===== config.mk =====
export PLATFORM = sky130hd
export DESIGN_NAME = rr_arbiter_hold
export DESIGN_NICKNAME = d
export VERILOG_FILES = /design/src/rtl/rr_arb_pkg.sv /design/src/rtl/rr_arbiter_hold_pick.sv /design/src/rtl/rr_arbiter_hold.sv
export SDC_FILE = /design/constraint.sdc
export NUM_CORES = 1
export LEC_CHECK = 0
export CAP_MARGIN = 20
export CORE_MARGIN = 3
export CORE_UTILIZATION = 30
export CTS_CLUSTER_SIZE = 25
export DETAILED_ROUTE_END_ITERATION = 6
export PLACE_DENSITY = 0.49
export SLEW_MARGIN = 30
export SYNTH_ARGS = -nofsm -noshare
export SYNTH_HDL_FRONTEND = slang
export SYNTH_SLANG_ARGS = --single-unit

===== constraint.sdc =====
create_clock -name clk -period 3.3 [get_ports clk]
set_input_delay 0.495 -clock clk [delete_from_list [all_inputs] [get_ports clk]]
set_output_delay 0.495 -clock clk [all_outputs]
set_load 0.01 [all_outputs]

===== src/rtl/rr_arb_pkg.sv =====
// Shared types and helpers for the hold-capable round-robin arbiter.
// Holds the arbiter state enum, the default hold limit and the circular scan function.
package rr_arb_pkg;

  typedef enum logic {
    ST_IDLE = 1'b0,
    ST_OWN  = 1'b1
  } arb_state_e;

  localparam int RR_DEFAULT_MAX_HOLD = 8;
  localparam int RR_MAX_N            = 32;

  typedef struct packed {
    logic       found;
    logic [4:0] idx;
  } rr_pick_t;

  // Circular scan of the low n bits of req, beginning at start; first set bit wins.
  function automatic rr_pick_t rr_pick(input logic [RR_MAX_N-1:0] req,
                                       input logic [4:0]          start,
                                       input int                  n);
    rr_pick_t   res;
    logic [4:0] pos;
    int         j;
    res = '0;
    for (int i = 0; i < RR_MAX_N; i++) begin
      j   = (int'(start) + i) % n;
      pos = 5'(j);
      if (i < n && !res.found && req[pos]) begin
        res.found = 1'b1;
        res.idx   = pos;
      end
    end
    return res;
  endfunction

endpackage


===== src/rtl/rr_arbiter_hold_pick.sv =====
// Combinational round-robin pick: rotate req so start lands at bit 0,
// priority-encode, then rotate the winning index back into requester numbering.
module rr_priority_pick
  import rr_arb_pkg::*;
#(
  parameter int N     = 4,
  parameter int IDX_W = $clog2(N)
) (
  input  logic [N-1:0]     req,
  input  logic [IDX_W-1:0] start,
  output logic [IDX_W-1:0] idx,
  output logic             found
);

  logic [N-1:0]          rot;
  logic [IDX_W:0]        shl;
  logic [RR_MAX_N-1:0]   rot_ext;
  rr_pick_t              enc;
  logic [IDX_W:0]        sum;

  always_comb begin
    // A left shift by N (start == 0) yields zero, so no special case is needed.
    shl     = (IDX_W+1)'(N) - {1'b0, start};
    rot     = (req >> start) | (req << shl);
    rot_ext = '0;
    rot_ext[N-1:0] = rot;
    enc     = rr_pick(rot_ext, 5'd0, N);
    sum     = {1'b0, start} + (IDX_W+1)'(enc.idx);
    if (sum >= (IDX_W+1)'(N)) begin
      sum = sum - (IDX_W+1)'(N);
    end
    idx   = sum[IDX_W-1:0];
    found = enc.found;
  end

endmodule


===== src/rtl/rr_arbiter_hold.sv =====
// N-way round-robin arbiter with registered one-hot grant, grant hold and forced
// rotation after MAX_HOLD cycles. Define RR_ARB_MASK_EN to add the req_mask input.
module rr_arbiter_hold
  import rr_arb_pkg::*;
#(
  parameter int N        = 4,
  parameter int IDX_W    = $clog2(N),
  parameter int MAX_HOLD = RR_DEFAULT_MAX_HOLD,
  parameter int HOLD_W   = 8
) (
  input  logic             clk,
  input  logic             rst,
  input  logic [N-1:0]     req,
`ifdef RR_ARB_MASK_EN
  input  logic [N-1:0]     req_mask,
`endif
  output logic [N-1:0]     gnt,
  output logic [IDX_W-1:0] gnt_idx,
  output logic             gnt_valid,
  output logic             gnt_switch
);

  localparam logic [HOLD_W-1:0] HOLD_LAST = HOLD_W'((MAX_HOLD == 0) ? 0 : MAX_HOLD - 1);
  localparam logic [N-1:0]      ONE_HOT0  = N'(1);

  arb_state_e        state_q, state_d;
  logic [N-1:0]      gnt_q, gnt_d;
  logic [IDX_W-1:0]  idx_q, idx_d;
  logic              valid_q, valid_d;
  logic              switch_q, switch_d;
  logic [HOLD_W-1:0] hold_q, hold_d;
  logic [IDX_W-1:0]  last_q, last_d;

  logic [N-1:0]      req_eff;
  logic [N-1:0]      cand;
  logic [IDX_W-1:0]  start;
  logic [IDX_W-1:0]  pick_idx;
  logic              pick_found;
  logic              owner_req;

`ifdef RR_ARB_MASK_EN
  assign req_eff = req & req_mask;
`else
  assign req_eff = req;
`endif

  // Excluding the owner makes one pick serve as both next winner and competitor detect.
  assign cand      = req_eff & ~gnt_q;
  assign start     = (last_q == IDX_W'(N - 1)) ? '0 : last_q + 1'b1;
  assign owner_req = req_eff[idx_q];

  rr_priority_pick #(
    .N     (N),
    .IDX_W (IDX_W)
  ) u_pick (
    .req   (cand),
    .start (start),
    .idx   (pick_idx),
    .found (pick_found)
  );

  always_comb begin
    state_d  = state_q;
    gnt_d    = gnt_q;
    idx_d    = idx_q;
    valid_d  = valid_q;
    switch_d = 1'b0;
    hold_d   = hold_q;
    last_d   = last_q;

    if (state_q == ST_OWN && owner_req &&
        !(MAX_HOLD != 0 && hold_q == HOLD_LAST && pick_found)) begin
      hold_d = (MAX_HOLD != 0 && hold_q == HOLD_LAST) ? '0 : hold_q + 1'b1;
    end else if (pick_found) begin
      state_d  = ST_OWN;
      gnt_d    = ONE_HOT0 << pick_idx;
      idx_d    = pick_idx;
      valid_d  = 1'b1;
      switch_d = 1'b1;
      hold_d   = '0;
      last_d   = pick_idx;
    end else if (state_q == ST_OWN) begin
      state_d = ST_IDLE;
      gnt_d   = '0;
      idx_d   = '0;
      valid_d = 1'b0;
      hold_d  = '0;
    end
  end

  always_ff @(posedge clk) begin
    if (rst) begin
      state_q  <= ST_IDLE;
      gnt_q    <= '0;
      idx_q    <= '0;
      valid_q  <= 1'b0;
      switch_q <= 1'b0;
      hold_q   <= '0;
      last_q   <= IDX_W'(N - 1);
    end else begin
      state_q  <= state_d;
      gnt_q    <= gnt_d;
      idx_q    <= idx_d;
      valid_q  <= valid_d;
      switch_q <= switch_d;
      hold_q   <= hold_d;
      last_q   <= last_d;
    end
  end

  assign gnt        = gnt_q;
  assign gnt_idx    = idx_q;
  assign gnt_valid  = valid_q;
  assign gnt_switch = switch_q;

endmodule


## After elaboration in Yosys (flattened, before gate mapping)

Cells that the tools add are included.

- Divide/modulo/power cells: 0
- Multiply operators: 0
- Order comparisons: 2
- Multiplexer cells: 19
- Shift-type cells: 3
- Equal/unequal tests: 2
- Add/subtract/negate cells: 5
- Reduce and logical (&&, ||, !) cells: 15
- Bitwise operators: 4

Operators by type and width:

| operator | count |
|---|---|
| $mux 8 | 4 |
| $mux 6 | 4 |
| $add 8x1->8 const B | 1 |
| $eq 8x3->1 const B | 1 |
| $mux 2 | 4 |
| $mux 4 | 2 |
| $logic_and 1x1->1 | 6 |
| $and 4x4->4 | 1 |
| $logic_not 1->1 | 4 |
| $mux 1 | 4 |
| $not 4->4 | 1 |
| $or 4x4->4 | 1 |
| $reduce_and 2->1 | 2 |
| $shl 1x2->4 const A | 1 |
| $shl 4x3->4 | 1 |
| $shr 4x2->4 | 1 |
| $add 2x3->3 | 1 |
| $ge 3x3->1 const B | 1 |
| $lt 2x3->1 const B | 1 |
| $reduce_bool 3->1 | 1 |
| $sub 3x2->3 const A | 1 |
| $add 2x1->2 const B | 1 |
| $bmux 1 s2 | 1 |
| $eq 2x2->1 const B | 1 |
| other kinds (4) | 4 |

- Output and inout port bits: 8
- Register bits after elaboration: 19
- Latch bits: 0
- Bits in writable memories: 0
- Memories: 0
- Bits in read-only memories: 0
- Input bits: 6

## Depth between registers and ports, before layout

Gate-level depths: netlist (run 1).

- Depth in word-level cells: 20
- Mapped depth: 13
- Depth with buffers taken out: 12

## Cells and area by module

Synthesis (run 1) repeated with hierarchy kept, for this count alone.

- Cell total of the unflattened synthesis: 130
- Area, all modules: 1156.1 µm²

Modules (own cells, without submodules):

| module | area an instance (µm²) | times used | seq. area each (µm²) | cells an instance |
|---|---|---|---|---|
| rr_arbiter_hold | 880.8 | 1 | 380.4 | 91 |
| rr_priority_pick | 275.3 | 1 | 0.0 | 39 |

## Worst setup path before layout (run 1)

Ideal clock, no wire load.

- Path kind: flip-flop to flip-flop
- Start: register last_q[0]
- End: register gnt_q[2] (netlist: gnt[2])
- Cell stages (with the launch flop): 12
- Slack: 642 ps
- Clock period less this slack: 2658 ps
- Data required time: 3240 ps
- Arrival: 2599 ps
- Buffers on the path: 1
- Library setup time: 60 ps
- Cells stage by stage: dfxtp_1 -> ha_1 -> or2_1 -> buf_6 -> mux2_4 -> a221o_2 -> nand2_1 -> a21oi_1 -> ha_1 -> xor2_1 -> o41ai_2 -> a22o_1

- Word-level cells in the longest chain between the ends: 20
- Elaborated cells on any way between the ends: 29
- Those cells by class: add/sub: 4; order compare: 1; eq/ne: 1; shift: 3; mux: 7; bitwise: 2; reduce/logical: 11

RTL lines:

| item | line | source |
|---|---|---|
| from (decl) | rr_arbiter_hold.sv:32 | `logic [IDX_W-1:0] last_q, last_d;` |
| from (signal assigned) | rr_arbiter_hold.sv:99 | `last_q <= IDX_W'(N - 1);` |
| from (signal assigned) | rr_arbiter_hold.sv:107 | `last_q <= last_d;` |
| $add 2x1->2 / $eq 2x2->1 (equally long branches) | rr_arbiter_hold.sv:49 | `assign start = (last_q == IDX_W'(N - 1)) ? '0 : last_q + 1'b1;` |
| $mux 2 (*) | rr_arbiter_hold.sv:49 |  |
| $sub 3x2->3 | rr_arbiter_hold_pick.sv:23 | `shl = (IDX_W+1)'(N) - {1'b0, start};` |
| $shl 4x3->4 | rr_arbiter_hold_pick.sv:24 | `rot = (req >> start) \| (req << shl);` |
| $or 4x4->4 | rr_arbiter_hold_pick.sv:24 |  |
| $mux 6 | rr_arb_pkg.sv:29 | `if (i < n && !res.found && req[pos]) begin` |
| $logic_not 1->1 | rr_arb_pkg.sv:29 |  |
| $logic_and 1x1->1 | rr_arb_pkg.sv:29 |  |
| (+4 left out) | - |  |
| $logic_not 1->1 | rr_arb_pkg.sv:29 |  |
| $logic_and 1x1->1 | rr_arb_pkg.sv:29 |  |
| $mux 6 | rr_arb_pkg.sv:29 |  |
| $add 2x3->3 / $logic_and 1x1->1 (equally long branches) | rr_arbiter_hold_pick.sv:28, rr_arbiter_hold.sv:72 |  |
| $ge 3x3->1, or another cell as far along | rr_arbiter_hold_pick.sv:29 | `if (sum >= (IDX_W+1)'(N)) begin` |
| $mux 2 / $logic_and 1x1->1 (equally long branches) | rr_arbiter_hold_pick.sv:29, rr_arbiter_hold.sv:71 |  |
| $shl 1x2->4 / $not 1->1 (equally long branches) | - |  |
| $mux 4 / $reduce_and 2->1 (equally long branches) | - |  |
| to (signal assigned) | rr_arbiter_hold.sv:102 | `gnt_q <= gnt_d;` |
| to (decl) | rr_arbiter_hold.sv:27 | `logic [N-1:0] gnt_q, gnt_d;` |

Every way passes the cells marked *; elsewhere a longest branch is shown, timed or not.
A chain may end at the register's enable or synchronous reset.

## Worst setup path after layout (run 1)

- Start: register last_q[0]
- End: register gnt_q[3] (netlist: gnt[3])

Same word-level chain as after synthesis.

==> results of run 1 <==
metal layers:
metal  GRT usage, %  up-vias
li1               -      578
met1           19.1      534
met2           19.5       33
met3           3.04        2
met4           3.83        0
met5              0        -
worst max-delay path: cells and delay by family (launching register included):
family / cells / cell delay (ns)
adder cells (fa/ha/maj): 2 / 0.43
flip-flops: 1 / 0.35
multiplexers: 1 / 0.35
XOR/XNOR: 1 / 0.18
AO/OA/AOI/OAI: 4 / 1.17
AND/OR/NAND/NOR: 2 / 0.41
through the flow:
| stage | util, % | total power [uW] | cell area (um^2) | hold slack (ns) |
|---|---|---|---|---|
| after floorplan | - | 936 | 1220 | 0.439 |
| after global placement | 36.9 | 1180 | 1400 | 0.470 |
| after detailed placement | 36.9 | 1180 | 1400 | 0.475 |
| after CTS | 38.0 | 1350 | 1450 | 0.489 |
| after global routing | 38.0 | 1450 | 1450 | 0.499 |
| final | 38.0 | 1340 | 1450 | 0.482 |
kinds of logic (layout without fill, tap and decap cells):
family                     Yosys count  after routing  share of synthesized area, %
adders and majority gates            4              4                          4.11
xor gates and xnor gates             1              1                         0.720
DFF                                 19             19                          31.2
AOI/OAI and AO/OA                   46             46                          29.5
muxes                                4              4                          4.73
and+or+nand+nor                     63             63                          26.2
buffers and inverters                8             23                          3.49
cells in the final DEF, fill, tap and decap left out, drive strengths merged, types with 3 or more instances in the layout:
| master | n |
|---|---|
| a21oi | 10 |
| a22o | 4 |
| a311oi | 4 |
| and2 | 3 |
| buf | 3 |
| clkbuf | 4 |
| clkdlybuf4s50 | 13 |
| dfxtp | 19 |
| ha | 4 |
| nand2 | 15 |
| nand2b | 3 |
| nand3 | 5 |
| nor2 | 18 |
| nor2b | 4 |
| nor3 | 5 |
| o21ai | 7 |
cell type report:
class | count | area, um^2
sequential | 19 | 380
timing repair buffer | 16 | 153
tap | 48 | 60.1
multi-input combinational | 118 | 795
clock buffer | 4 | 45.0
fill | 403 | 2350
inverter | 3 | 12.5
sequential cells by signal, indices dropped and copies added (netlist names):
signal and flops:
state_q 1, gnt 4, gnt_switch 1, gnt_valid 1, gnt_idx 2, last_q 2
hold_q 8
power by group through the flow:
stage               clock [uW]  sequential [uW]  combinational (uW)
floorplan                    0              331                 605
global placement             0              328                 850
detailed placement           0              327                 852
CTS                        169              322                 856
global route               180              328                 944
finish                     159              322                 862
path summary, 6_finish.rpt:
kind / start / endpoint / slack [ns] / cells past startpoint
worst max-delay path: last_q[0] / gnt[3] / 0.35 / 10
worst min register to register: hold_q[7] / hold_q[7] / 0.48 / 1
worst max register to register: last_q[0] / gnt[3] / 0.35 / 10
worst min-delay path: hold_q[7] / hold_q[7] / 0.48 / 1
==> metrics, run 1 <==
Synth top area share=31.2%; Worst Tran Pin Value=0.543 ns; crit end category=flop; Unique masters post-synth=51; most frequent cell after synthesis=dfxtp_1; Initial Utilization=32.0%; Mapped Cells=145; Final Non-Filler Cells=208; CTS tree=built; row count=22; Synth area leaders=dfxtp_1 31%, nor2_1 5.5%, nand2_1 4.6%; total global routing track utilization=13.2%; mapped cell area=0.00122 mm^2; Worst slew margin=63.6%; FMAX=339 MHz; HPWL after detailed placement=2400 um; io pins=14; via count=1,147; number of synthesized flops with an enable pin=0; drt total wl=3120 um; Ant. Diodes=0; Post-CTS Resized=0; clock sink count=19; uppermost layer routed=met4; die area=0.00486 mm^2; leakage power=0.000531 uW; peak supply drop=0.000319 V; Die Wd=69.7 um; synth warn=0; crit-path cells=ha_1 > or2_1 > mux2_4 > a221o_2 > nand2_1 > a21oi_1 > ha_1 > xor2_1 > o41ai_2 > a22o_1; switch share=46.1%; total gr overflow=0; Pint=723 uW; post-CTS setup buffers=0; Tmin final=2.95 ns; clock skew=0.00773 ns; Met1 Routed Length=1610 um; Core ar.=0.00380 mm^2; initial antenna violation count=0; largest net degree at the start of global routing=17; share of cells above drive strength 1=10.0%; DP Worst Slack=0.183 ns; setup ws final=0.352 ns; met3 wire len=111 um; Worst Hold Class=reg2reg; worst endpoint data arrival time=3.14 ns; worst setup path class=reg2reg; Pre-antenna DRT Iters=5; metal2 WL=1370 um; FF+latch count, synth=19; Syn Nets=155; ys flop type=dfxtp_1; Pwr per Cell Area=929 mW/mm^2; post-synthesis sequential area ratio=31.2%; Max FO, Critical Path=8; share of synthesized registers carrying an async set or reset=0%; endpoints failing hold=0; syn avg cell area=8.40 um^2; H-tree depth=1; ANT nets after route=0; PortBufs=13; Clk pwr share=11.9%; drt wl/cell=15.0 um; Comb power frac=64.2%; CP max stage cell=o41ai_2; RSZ-0062 raised after global routing=no; max-slew violations=0; post-synth top area cell=dfxtp_1; maxcap violations=0; Post-CTS Hold Buffers=0; startpoint types=flop; Total Negative Setup Slacks=0 ns; Post-synth top cells=19 x dfxtp_1, 18 x nor2_1, 15 x nand2_1; worst path required time=3.49 ns; DR iter-0 viols=79; wire length of the first global-routing pass=5220 um; fin nets=171; vias in the first global route=1,084; gpl congestion=0.845; latest clock arrival within the worst-skew pair=0.25 ns; Root Driver=clkbuf_8; net load switching power=619 uW; clock buffer depth=2; final setup violation count=0; most used cell, CP=ha_1; Reg power frac=23.9%; Num CTS Buffers=3; crit share post-route=89.3%; vias per inst=5.51; DRC=0; placed cells=204; status=finished clean; CP peak stage delay=0.49 ns; Die Ht=69.7 um; area growth from synthesis to layout=18.7%; clock-pin slew on the worst setup and hold paths=0.07 ns
Power figures use the tool's default switching activity.
==> inputs of run 2 (changes only) <==
CTS_CLUSTER_DIAMETER = 120   (was not set)
==> results of run 2 <==
Same layout as run 1: the final DEF is identical, and so are final timing and power.
